$ cat config.mk
export PLATFORM = sky130hd
export DESIGN_NAME = uart_tx_fifo_flat
export DESIGN_NICKNAME = d
export VERILOG_FILES = /design/src/rtl/uart_pkg.sv /design/src/rtl/uart_tx_fifo_if.sv /design/src/rtl/sync_fifo_core.sv /design/src/rtl/uart_tx_fifo.sv /design/src/flat_wrapper.sv
export SDC_FILE = /design/constraint.sdc
export NUM_CORES = 1
export LEC_CHECK = 0
export CAP_MARGIN = 25
export CORE_AREA = 2 2 123 125
export DETAILED_ROUTE_END_ITERATION = 6
export DIE_AREA = 0 0 125 127
export PLACE_DENSITY = 0.67
export SYNTH_ARGS = -nofsm -noshare
export SYNTH_HDL_FRONTEND = slang
export SYNTH_SLANG_ARGS = --single-unit
export TNS_END_PERCENT = 50
$ cat constraint.sdc
create_clock -name clk -period 6 [get_ports clk]
set_input_delay 1.2 -clock clk [delete_from_list [all_inputs] [get_ports clk]]
set_output_delay 1.2 -clock clk [all_outputs]
set_load 0.01 [all_outputs]
$ cat src/rtl/uart_pkg.sv
// Shared UART definitions: port IDs, status-byte bit positions and the
// transmit drain state encoding used by the TX FIFO.
package uart_pkg;

    localparam logic [15:0] UART_DATA_PORT   = 16'h0000;
    localparam logic [15:0] UART_STATUS_PORT = 16'h0001;

    // Bit positions inside the status byte returned on UART_STATUS_PORT.
    localparam int STAT_RX_VALID  = 0;
    localparam int STAT_RX_OVF    = 1;
    localparam int STAT_TX_BUSY   = 2;
    localparam int STAT_TXF_EMPTY = 3;
    localparam int TXF_FULL       = 4;
    localparam int TXF_OVF        = 5;

    typedef enum logic [1:0] {
        TX_IDLE      = 2'd0,
        TX_LOAD      = 2'd1,
        TX_WAIT_BUSY = 2'd2,
        TX_WAIT_RDY  = 2'd3
    } tx_state_e;

    // Places the TX FIFO flags at their status-byte positions; other bits zero.
    function automatic logic [7:0] txf_status_bits(input logic full,
                                                   input logic empty,
                                                   input logic ovf);
        logic [7:0] s;
        s                 = '0;
        s[STAT_TXF_EMPTY] = empty;
        s[TXF_FULL]       = full;
        s[TXF_OVF]        = ovf;
        return s;
    endfunction

endpackage

$ cat src/rtl/uart_tx_fifo_if.sv
// Write-side and transmit-engine-side signals of the UART TX FIFO.
// The slave modport is the FIFO; master is the processor/engine side.
interface uart_tx_fifo_if #(
    parameter int AW = 4
);
    logic          wr_en;
    logic [7:0]    wr_data;
    logic          flush;
    logic          ovf_clr;
    logic          tx_rdy;
    logic          tx_load;
    logic [7:0]    tx_data;
    logic          full;
    logic          empty;
    logic [AW:0]   count;
    logic          ovf;

    modport master (
        output wr_en, wr_data, flush, ovf_clr, tx_rdy,
        input  tx_load, tx_data, full, empty, count, ovf
    );

    modport slave (
        input  wr_en, wr_data, flush, ovf_clr, tx_rdy,
        output tx_load, tx_data, full, empty, count, ovf
    );
endinterface

$ cat src/rtl/sync_fifo_core.sv
// Byte FIFO core: storage, wrapping pointers, occupancy count, registered
// full/empty flags and a sticky overflow flag. DEPTH must equal 2**AW.
module sync_fifo_core #(
    parameter int DEPTH = 16,
    parameter int AW    = 4
) (
    input  logic          clk,
    input  logic          reset,
    input  logic          push,
    input  logic [7:0]    push_data,
    input  logic          pop,
    input  logic          clr,
    input  logic          ovf_clr,
    output logic [7:0]    rd_data,
    output logic          full,
    output logic          empty,
    output logic [AW:0]   count,
    output logic          ovf
);

    localparam logic [AW:0] DEPTH_C = (AW+1)'(DEPTH);

    logic [7:0]    mem_q [DEPTH];
    logic [AW-1:0] wr_ptr_q, wr_ptr_d;
    logic [AW-1:0] rd_ptr_q, rd_ptr_d;
    logic [AW:0]   count_q, count_d;
    logic          full_q, full_d;
    logic          empty_q, empty_d;
    logic          ovf_q, ovf_d;
    logic          push_ok;
    logic          push_drop;

    always_comb begin
        // A clear discards the incoming byte rather than queueing it.
        push_ok   = push && !clr && (!full_q || pop);
        push_drop = push && !clr && full_q && !pop;

        wr_ptr_d = wr_ptr_q;
        rd_ptr_d = rd_ptr_q;
        count_d  = count_q;

        if (push_ok) begin
            wr_ptr_d = wr_ptr_q + AW'(1);
        end

        if (clr) begin
            rd_ptr_d = wr_ptr_q;
            count_d  = '0;
        end else begin
            if (pop) begin
                rd_ptr_d = rd_ptr_q + AW'(1);
            end
            case ({push_ok, pop})
                2'b10:   count_d = count_q + (AW+1)'(1);
                2'b01:   count_d = count_q - (AW+1)'(1);
                default: count_d = count_q;
            endcase
        end

        full_d  = (count_d == DEPTH_C);
        empty_d = (count_d == '0);

        // A fresh overflow outranks a coincident clear.
        if (push_drop) begin
            ovf_d = 1'b1;
        end else if (ovf_clr) begin
            ovf_d = 1'b0;
        end else begin
            ovf_d = ovf_q;
        end
    end

    always_ff @(posedge clk or posedge reset) begin
        if (reset) begin
            wr_ptr_q <= '0;
            rd_ptr_q <= '0;
            count_q  <= '0;
            full_q   <= 1'b0;
            empty_q  <= 1'b1;
            ovf_q    <= 1'b0;
        end else begin
            wr_ptr_q <= wr_ptr_d;
            rd_ptr_q <= rd_ptr_d;
            count_q  <= count_d;
            full_q   <= full_d;
            empty_q  <= empty_d;
            ovf_q    <= ovf_d;
        end
    end

    // Storage carries no reset; only the pointers define what is valid.
    always_ff @(posedge clk) begin
        if (push_ok) begin
            mem_q[wr_ptr_q] <= push_data;
        end
    end

    assign rd_data = mem_q[rd_ptr_q];
    assign full    = full_q;
    assign empty   = empty_q;
    assign count   = count_q;
    assign ovf     = ovf_q;

endmodule

$ cat src/rtl/uart_tx_fifo.sv
// UART transmit buffer: queues processor bytes and hands them to the
// transmit engine one at a time with a single-cycle load pulse.
module uart_tx_fifo #(
    parameter int DEPTH = 16,
    parameter int AW    = 4
) (
    input  logic           clk,
    input  logic           reset,
    uart_tx_fifo_if.slave  bus
);

    import uart_pkg::*;

    tx_state_e   state_q;
    logic        tx_load_q;
    logic [7:0]  tx_data_q;

    logic [7:0]  fifo_rd_data;
    logic        fifo_full;
    logic        fifo_empty;
    logic [AW:0] fifo_count;
    logic        fifo_ovf;
    logic        pop;

    // The pop and the load register update share the IDLE->LOAD edge, so a
    // byte pushed in cycle N is on tx_load in cycle N+2.
    assign pop = (state_q == TX_IDLE) && !fifo_empty && bus.tx_rdy;

    sync_fifo_core #(
        .DEPTH (DEPTH),
        .AW    (AW)
    ) u_core (
        .clk       (clk),
        .reset     (reset),
        .push      (bus.wr_en),
        .push_data (bus.wr_data),
        .pop       (pop),
        .clr       (bus.flush),
        .ovf_clr   (bus.ovf_clr),
        .rd_data   (fifo_rd_data),
        .full      (fifo_full),
        .empty     (fifo_empty),
        .count     (fifo_count),
        .ovf       (fifo_ovf)
    );

    // WAIT_BUSY then WAIT_RDY: a ready level still high right after a load
    // must first drop before the engine counts as free again.
    always_ff @(posedge clk or posedge reset) begin
        if (reset) begin
            state_q   <= TX_IDLE;
            tx_load_q <= 1'b0;
            tx_data_q <= 8'h00;
        end else begin
            tx_load_q <= 1'b0;
            case (state_q)
                TX_IDLE: begin
                    if (pop) begin
                        state_q   <= TX_LOAD;
                        tx_load_q <= 1'b1;
                        tx_data_q <= fifo_rd_data;
                    end
                end
                TX_LOAD: begin
                    state_q <= TX_WAIT_BUSY;
                end
                TX_WAIT_BUSY: begin
                    if (!bus.tx_rdy) begin
                        state_q <= TX_WAIT_RDY;
                    end
                end
                TX_WAIT_RDY: begin
                    if (bus.tx_rdy) begin
                        state_q <= TX_IDLE;
                    end
                end
                default: begin
                    state_q <= TX_IDLE;
                end
            endcase
        end
    end

    assign bus.tx_load = tx_load_q;
    assign bus.tx_data = tx_data_q;
    assign bus.full    = fifo_full;
    assign bus.empty   = fifo_empty;
    assign bus.count   = fifo_count;
    assign bus.ovf     = fifo_ovf;

endmodule

$ cat src/flat_wrapper.sv
// flat-port wrapper written by rule: the top's interface ports become plain ports
module uart_tx_fifo_flat import uart_pkg::*;
#(
    parameter int DEPTH = 16,
    parameter int AW    = 4
)
  (clk, reset, bus_wr_en, bus_wr_data, bus_flush, bus_ovf_clr, bus_tx_rdy, bus_tx_load, bus_tx_data, bus_full, bus_empty, bus_count, bus_ovf);
  uart_tx_fifo_if #(.AW(AW)) bus_i ();
  input  logic clk;
  input  logic reset;
  input wire logic [$bits(bus_i.wr_en)-1:0] bus_wr_en;
  input wire logic [$bits(bus_i.wr_data)-1:0] bus_wr_data;
  input wire logic [$bits(bus_i.flush)-1:0] bus_flush;
  input wire logic [$bits(bus_i.ovf_clr)-1:0] bus_ovf_clr;
  input wire logic [$bits(bus_i.tx_rdy)-1:0] bus_tx_rdy;
  output wire logic [$bits(bus_i.tx_load)-1:0] bus_tx_load;
  output wire logic [$bits(bus_i.tx_data)-1:0] bus_tx_data;
  output wire logic [$bits(bus_i.full)-1:0] bus_full;
  output wire logic [$bits(bus_i.empty)-1:0] bus_empty;
  output wire logic [$bits(bus_i.count)-1:0] bus_count;
  output wire logic [$bits(bus_i.ovf)-1:0] bus_ovf;
  assign bus_i.wr_en = bus_wr_en;
  assign bus_i.wr_data = bus_wr_data;
  assign bus_i.flush = bus_flush;
  assign bus_i.ovf_clr = bus_ovf_clr;
  assign bus_i.tx_rdy = bus_tx_rdy;
  assign bus_tx_load = bus_i.tx_load;
  assign bus_tx_data = bus_i.tx_data;
  assign bus_full = bus_i.full;
  assign bus_empty = bus_i.empty;
  assign bus_count = bus_i.count;
  assign bus_ovf = bus_i.ovf;
  uart_tx_fifo #(.DEPTH(DEPTH), .AW(AW)) u_core (.clk(clk), .reset(reset), .bus(bus_i));
endmodule
Word level (Yosys, flattened, before mapping) --
Memory sizes are Yosys's and may differ from the RTL's. A register that Yosys moved wholly into a read port is not among the register bits. Cells that the tools add are included.
Word-level totals: bits in registers 19, bits in read-only memories 0, memories 1, output and inout port bits 17, latch bits 0, RAM bits 128, word-level logic and storage cells 53, input port bits 14
Cells by class: $mul 0, equality and inequality tests 9, reduce and logical (&&, ||, !) cells 17, muxes and demuxes 14, $lt $le $gt $ge 0, bitwise operators 0, shifts and indexed selects 0, $add $sub $neg 4, div/mod/pow operators 0
Memory list:
- u_core.u_core.mem_q | depth 16, width 8, read ports 1, clocked after memory_dff 1, write ports 1, line sync_fifo_core.sv:23 | logic [7:0] mem_q [DEPTH];
Operators with widths (count):
- case mux 5 bit (2 select lines) | 1
- adder 4 x 1 -> 4 bit, second input constant | 2
- two-way mux 4 bit | 2
- case mux 2 bit (4 select lines) | 1
- == test 2 bit, second input constant | 3
- logical AND 1 bit | 6
- two-way mux 1 bit | 6
- two-way mux 2 bit | 3
- inequality test 2 bit, second input constant | 3
- adder 5 x 1 -> 5 bit, second input constant | 1
- == test 5 bit, second input constant | 1
- logical NOT 5 bit | 1
- two-way mux 5 bit | 1
- subtractor 5 x 1 -> 5 bit, second input constant | 1
- == test 2 x 1 -> 1 bit, second input constant | 2
- logical NOT 1 bit | 4
- nonzero test 2 bit | 2
- AND reduction 3 bit | 1
- logical NOT 2 bit | 1
- AND reduction 2 bit | 1
- logical OR 1 bit | 1

Depth between registers and ports, before layout --
depth in word-level cells 9, mapped depth 15, gate-level depth less buffers 14

Cells and area by module --
A second synthesis with hierarchy kept.
Second synthesis, totals: cells, all modules 335, area, all modules 6577.6 um2
Modules (own cells, without submodules):
- sync_fifo_core | instances 1, sequential area each 4245.3 um2, cells an instance 290, area an instance 5973.2 um2
- uart_tx_fifo | instances 1, sequential area each 275.3 um2, cells an instance 45, area an instance 604.3 um2

Worst setup path before layout --
OpenSTA, ideal clock, no wires.
path kind in2reg, start point input port bus_tx_rdy, end point register u_core.u_core.full_q (netlist: u_core.u_core.full), required time 5.880 ns, stages 13, library setup time 0.120 ns, arrival 3.320 ns, path slack 2.560 ns, buffers on the path 1, cells stage by stage nand2_1 -> nor2_1 -> o21a_1 -> buf_2 -> inv_1 -> ha_1 -> xor2_1 -> ha_1 -> nor3b_1 -> o32ai_2 -> xnor2_1 -> nor2_2 -> and4_1
Between the ends: cells in the longest elaborated chain, start to end 7, elaborated cells between the ends (all ways) 8, those cells by class eq/ne (3); mux (2); reduce/logical (3)
Ends and longest elaborated chain:
- start, declared | line flat_wrapper.sv:15 | input wire logic [$bits(bus_i.tx_rdy)-1:0] bus_tx_rdy;
- logical AND 1 bit * | line uart_tx_fifo.sv:27 | assign pop = (state_q == TX_IDLE) && !fifo_empty && bus.tx_rdy;
- logical OR 1 bit | line sync_fifo_core.sv:35 | push_ok = push && !clr && (!full_q || pop);
- logical AND 1 bit | line sync_fifo_core.sv:35
- == test 2 x 1 -> 1 bit or == test 2 bit (tied branches) | line sync_fifo_core.sv:53 | case ({push_ok, pop})
- case mux 5 bit (2 select lines) * | line sync_fifo_core.sv:53
- two-way mux 5 bit * | line sync_fifo_core.sv:46 | if (clr) begin
- via u_core.u_core.count_d[4] | line sync_fifo_core.sv:26 | logic [AW:0] count_q, count_d;
- == test 5 bit * | line sync_fifo_core.sv:60 | full_d = (count_d == DEPTH_C);
- via u_core.u_core.full_d | line sync_fifo_core.sv:27 | logic full_q, full_d;
- end signal, assigned | line sync_fifo_core.sv:85 | full_q <= full_d;
- end, declared | line sync_fifo_core.sv:27
Mark *: on every way through the listed nets, which the timed path passes. The rest lies on a longest branch. A chain may end at the register's enable or synchronous reset.

Worst setup path after layout --
start point input port bus_flush, end point register u_core.u_core.full_q (netlist: u_core.u_core.full)
Between the ends: cells in the longest elaborated chain, start to end 7, elaborated cells between the ends (all ways) 8, those cells by class eq/ne (3); mux (2); reduce/logical (3)
Ends and longest elaborated chain:
- start, declared | line flat_wrapper.sv:13 | input wire logic [$bits(bus_i.flush)-1:0] bus_flush;
- logical NOT 1 bit | line sync_fifo_core.sv:35
- logical AND 1 bit (2 in series) | line sync_fifo_core.sv:35
- == test 2 x 1 -> 1 bit or == test 2 bit (tied branches) | line sync_fifo_core.sv:53
- case mux 5 bit (2 select lines) | line sync_fifo_core.sv:53
- two-way mux 5 bit * | line sync_fifo_core.sv:46
- via u_core.u_core.count_d[4] | line sync_fifo_core.sv:26
- == test 5 bit * | line sync_fifo_core.sv:60
- via u_core.u_core.full_d | line sync_fifo_core.sv:27
Marks and branches as above.

==> results.toml <==
[power_and_ir_drop]
clkPwrFrac = 0.314
ir_drop_mv = 0.241
p_per_area_nw_per_um2 = 412
p_int_mw = 2.21
pwr-share-seq = 0.456
leakage_nw = 2.57
p_sw_frac = 0.283
combPwrFrac = 0.230
p_switching_uw = 876

[floorplan]
ios = 31
std_cell_rows = 44
start_util = 0.449
core-area_sq_um = 14400
fp.dieH_um = 127
dieArea_sq_um = 15900
die_x_um = 125

[clock_tree]
cts_buffers = 17
postCtsHoldBufs = 0
cts_tree = "built"
worstSkewPairLatency_ns = 0.42
clk_pin_slew_ns = 0.06
cts_resized = 0
clock_path_buffers = 2
post_cts_buffers = 0
cts_sinks = 155
clock-root-buffer = "clkbuf_16"
cts_htree_levels = 4

[sta]
fin_skew_ns = 0.0124
fin_ws_ns = 2.23
rsz0062_at_grt = "false"
fmax_ghz = 0.265
worst_slew_pin_slew_ns = 1.01
final.period_utilization = 0.629
relSlewSlack = 0.325
maxSlewViolCount = 0
hold_viol_final = 0
setup_viol = 0
fin_crit_ns = 3.77
setup_tns_ns = 0

[logic_synthesis]
ys_top_cells_by_count = "edfxtp_1, nor2_1, dfrtp_1, mux2_2, mux2i_1"
synth_ff_type = "edfxtp_1"
ys_warn_count = 0
synth_area_leaders = "edfxtp_1, dfrtp_1, mux2_2, mux4_2, mux2i_1"
synth.net_count = 425
synth-edff-count = 128
syn_area_per_cell_sq_um = 16.2
synth_top_area_frac = 0.594
synthCells = 399
synth_seq_cells = 155
synth.cell_area_sq_um = 6470
synth_most_common_cell = "edfxtp_1"
async_flop_share = 0.174
ys_types = 41
synth_top_cell_by_area = "edfxtp_1"
synth-seq-area-share = 0.699

[place]
place_ws_ns = 1.79
io_buffer_count = 30
hpwlAfterDp_um = 7790
gp_congestion = 0.758

[final_layout]
drive_gt1_frac = 0.170
num_antenna_cells = 0
final_nets = 459
areaGrowthSynthToFinish_pct = 15.9

[hold_path]
whs_path_depth = 2
hold_path.class = "reg2reg"

[global_route]
grt_pass1_vias = 3500
grt-ovfl-total = 0
grtUsageTotal = 0.166
grt_max_degree = 44
antenna_found_initial = 0
grt_pass1_wl_um = 19500

[worst_setup_path]
path_max_fanout = 14
required_ns = 6.30
critical_path_class = "in2reg"
r2r_setup_slack_ns = 2.82
end_kind = "flip-flop"
reg2reg_depth = 15
critPathLaunchType = "input port"
critPathArrivalTime_ns = 4.08

[flow_run]
maxCapViolations = 0

[drt]
drtIter0Drc = 305
first_pass_iters = 4
drt-wirelength-per-cell_um = 19.9
route.detailed.drc = 0
ant_nets = 0
wirelength_um = 12500
vias = 3389
viasPerCell = 5.38

[status]
status = "finished clean"
==> per-stage QoR <==
stage          total power [mW]  instance area (sq um)  std cells  hold WS [ns]   util
2_1_floorplan              1.93                   6470        399         0.522      -
3_3_place_gp               2.12                   6930        596         0.530  0.480
3_5_place_dp               2.14                   6960        598         0.535  0.483
4_1_cts                    3.12                   7500        630         0.544  0.520
5_1_grt                    3.24                   7500        630         0.566  0.520
6_report                   3.09                   7500        630         0.541  0.520
==> layout by cell type, fill, tap and decap left out, types with 2 or more instances in the layout <==
cell             count
a21oi_1             14
buf_4                7
clkbuf_1             4
clkbuf_16           17
clkdlybuf4s50_1     30
clkinv_2             4
clkinv_4             3
clkinvlp_4           3
dfrtp_1             25
edfxtp_1           128
ha_1                12
inv_1               10
mux2_2              26
mux2i_1             18
mux4_1               6
mux4_2              10
nand2_1             13
nand2b_1             3
nand4_1              2
nor2_1              27
nor3_1              14
o21ai_0             13
o21bai_1             8
o22ai_1             17
xnor2_1              8
xor2_1               4
==> registers in the layout, summed over array words and instances (netlist names) <==
name,cells
u_core.state_q,2
u_core.u_core.ovf,1
u_core.u_core.rd_ptr_q,4
u_core.u_core.full,1
u_core.bus.tx_data,8
u_core.u_core.empty,1
u_core.bus.tx_load,1
u_core.u_core.mem_q,128
u_core.u_core.count,5
u_core.u_core.wr_ptr_q,4
==> critical path, stage by stage <==
cell	delay (ns)
clkdlybuf4s50_1	0.65
nor2b_1	0.27
o21a_1	0.32
inv_1	0.10
ha_1	0.28
xor2_1	0.19
ha_1	0.23
nor3b_1	0.15
o32ai_2	0.24
xnor2_1	0.19
nor2_2	0.06
and4_1	0.21
==> path summary, 6_finish.rpt <==
path	from	to
max in group asynchronous	reset	u_core.u_core.empty
min	u_core.u_core.ovf	u_core.u_core.ovf
max	bus_flush	u_core.u_core.full
min reg2reg	u_core.u_core.ovf	u_core.u_core.ovf
min in group asynchronous	reset	u_core.u_core.count[0]
max reg2reg	u_core.state_q[0]	u_core.u_core.full
==> logic make-up (layout without fill, tap and decap cells) <==
group,after synthesis,in the layout,share of synthesized area
compound gates,59,59,0.0565
xor+xnor,12,12,0.0162
fa+ha+maj,12,12,0.0232
buf+inv,33,80,0.0244
flops,155,155,0.699
mux,60,60,0.132
simple gates,68,68,0.0489
==> final cells by class <==
type	count	area (sq um)
fill	1164	6920
sequential	155	4520
multi-input combinational	211	1790
clock buffer	21	440
timing repair buffer	38	380
tap	184	230
clock inverter	11	98.8
inverter	10	37.5
==> power groups by stage <==
stage	registers, mW	logic, mW	clock network [mW]
global placement	1.43	0.693	0
finish	1.41	0.711	0.971
detailed placement	1.43	0.712	0
global route	1.42	0.779	1.04
CTS	1.41	0.718	0.993
floorplan	1.35	0.578	0
==> metal layers <==
metal  part of all wire  up-vias  GRT usage  routed length (um)
li1                   -     1598          -                   -
met1               0.41     1701      0.202                5140
met2               0.53       86      0.285                6610
met3              0.055        4     0.0515                 691
met4             0.0066        0     0.0562                  83
met5                  0        -          0                   0
(Power assumes the default switching activity.)
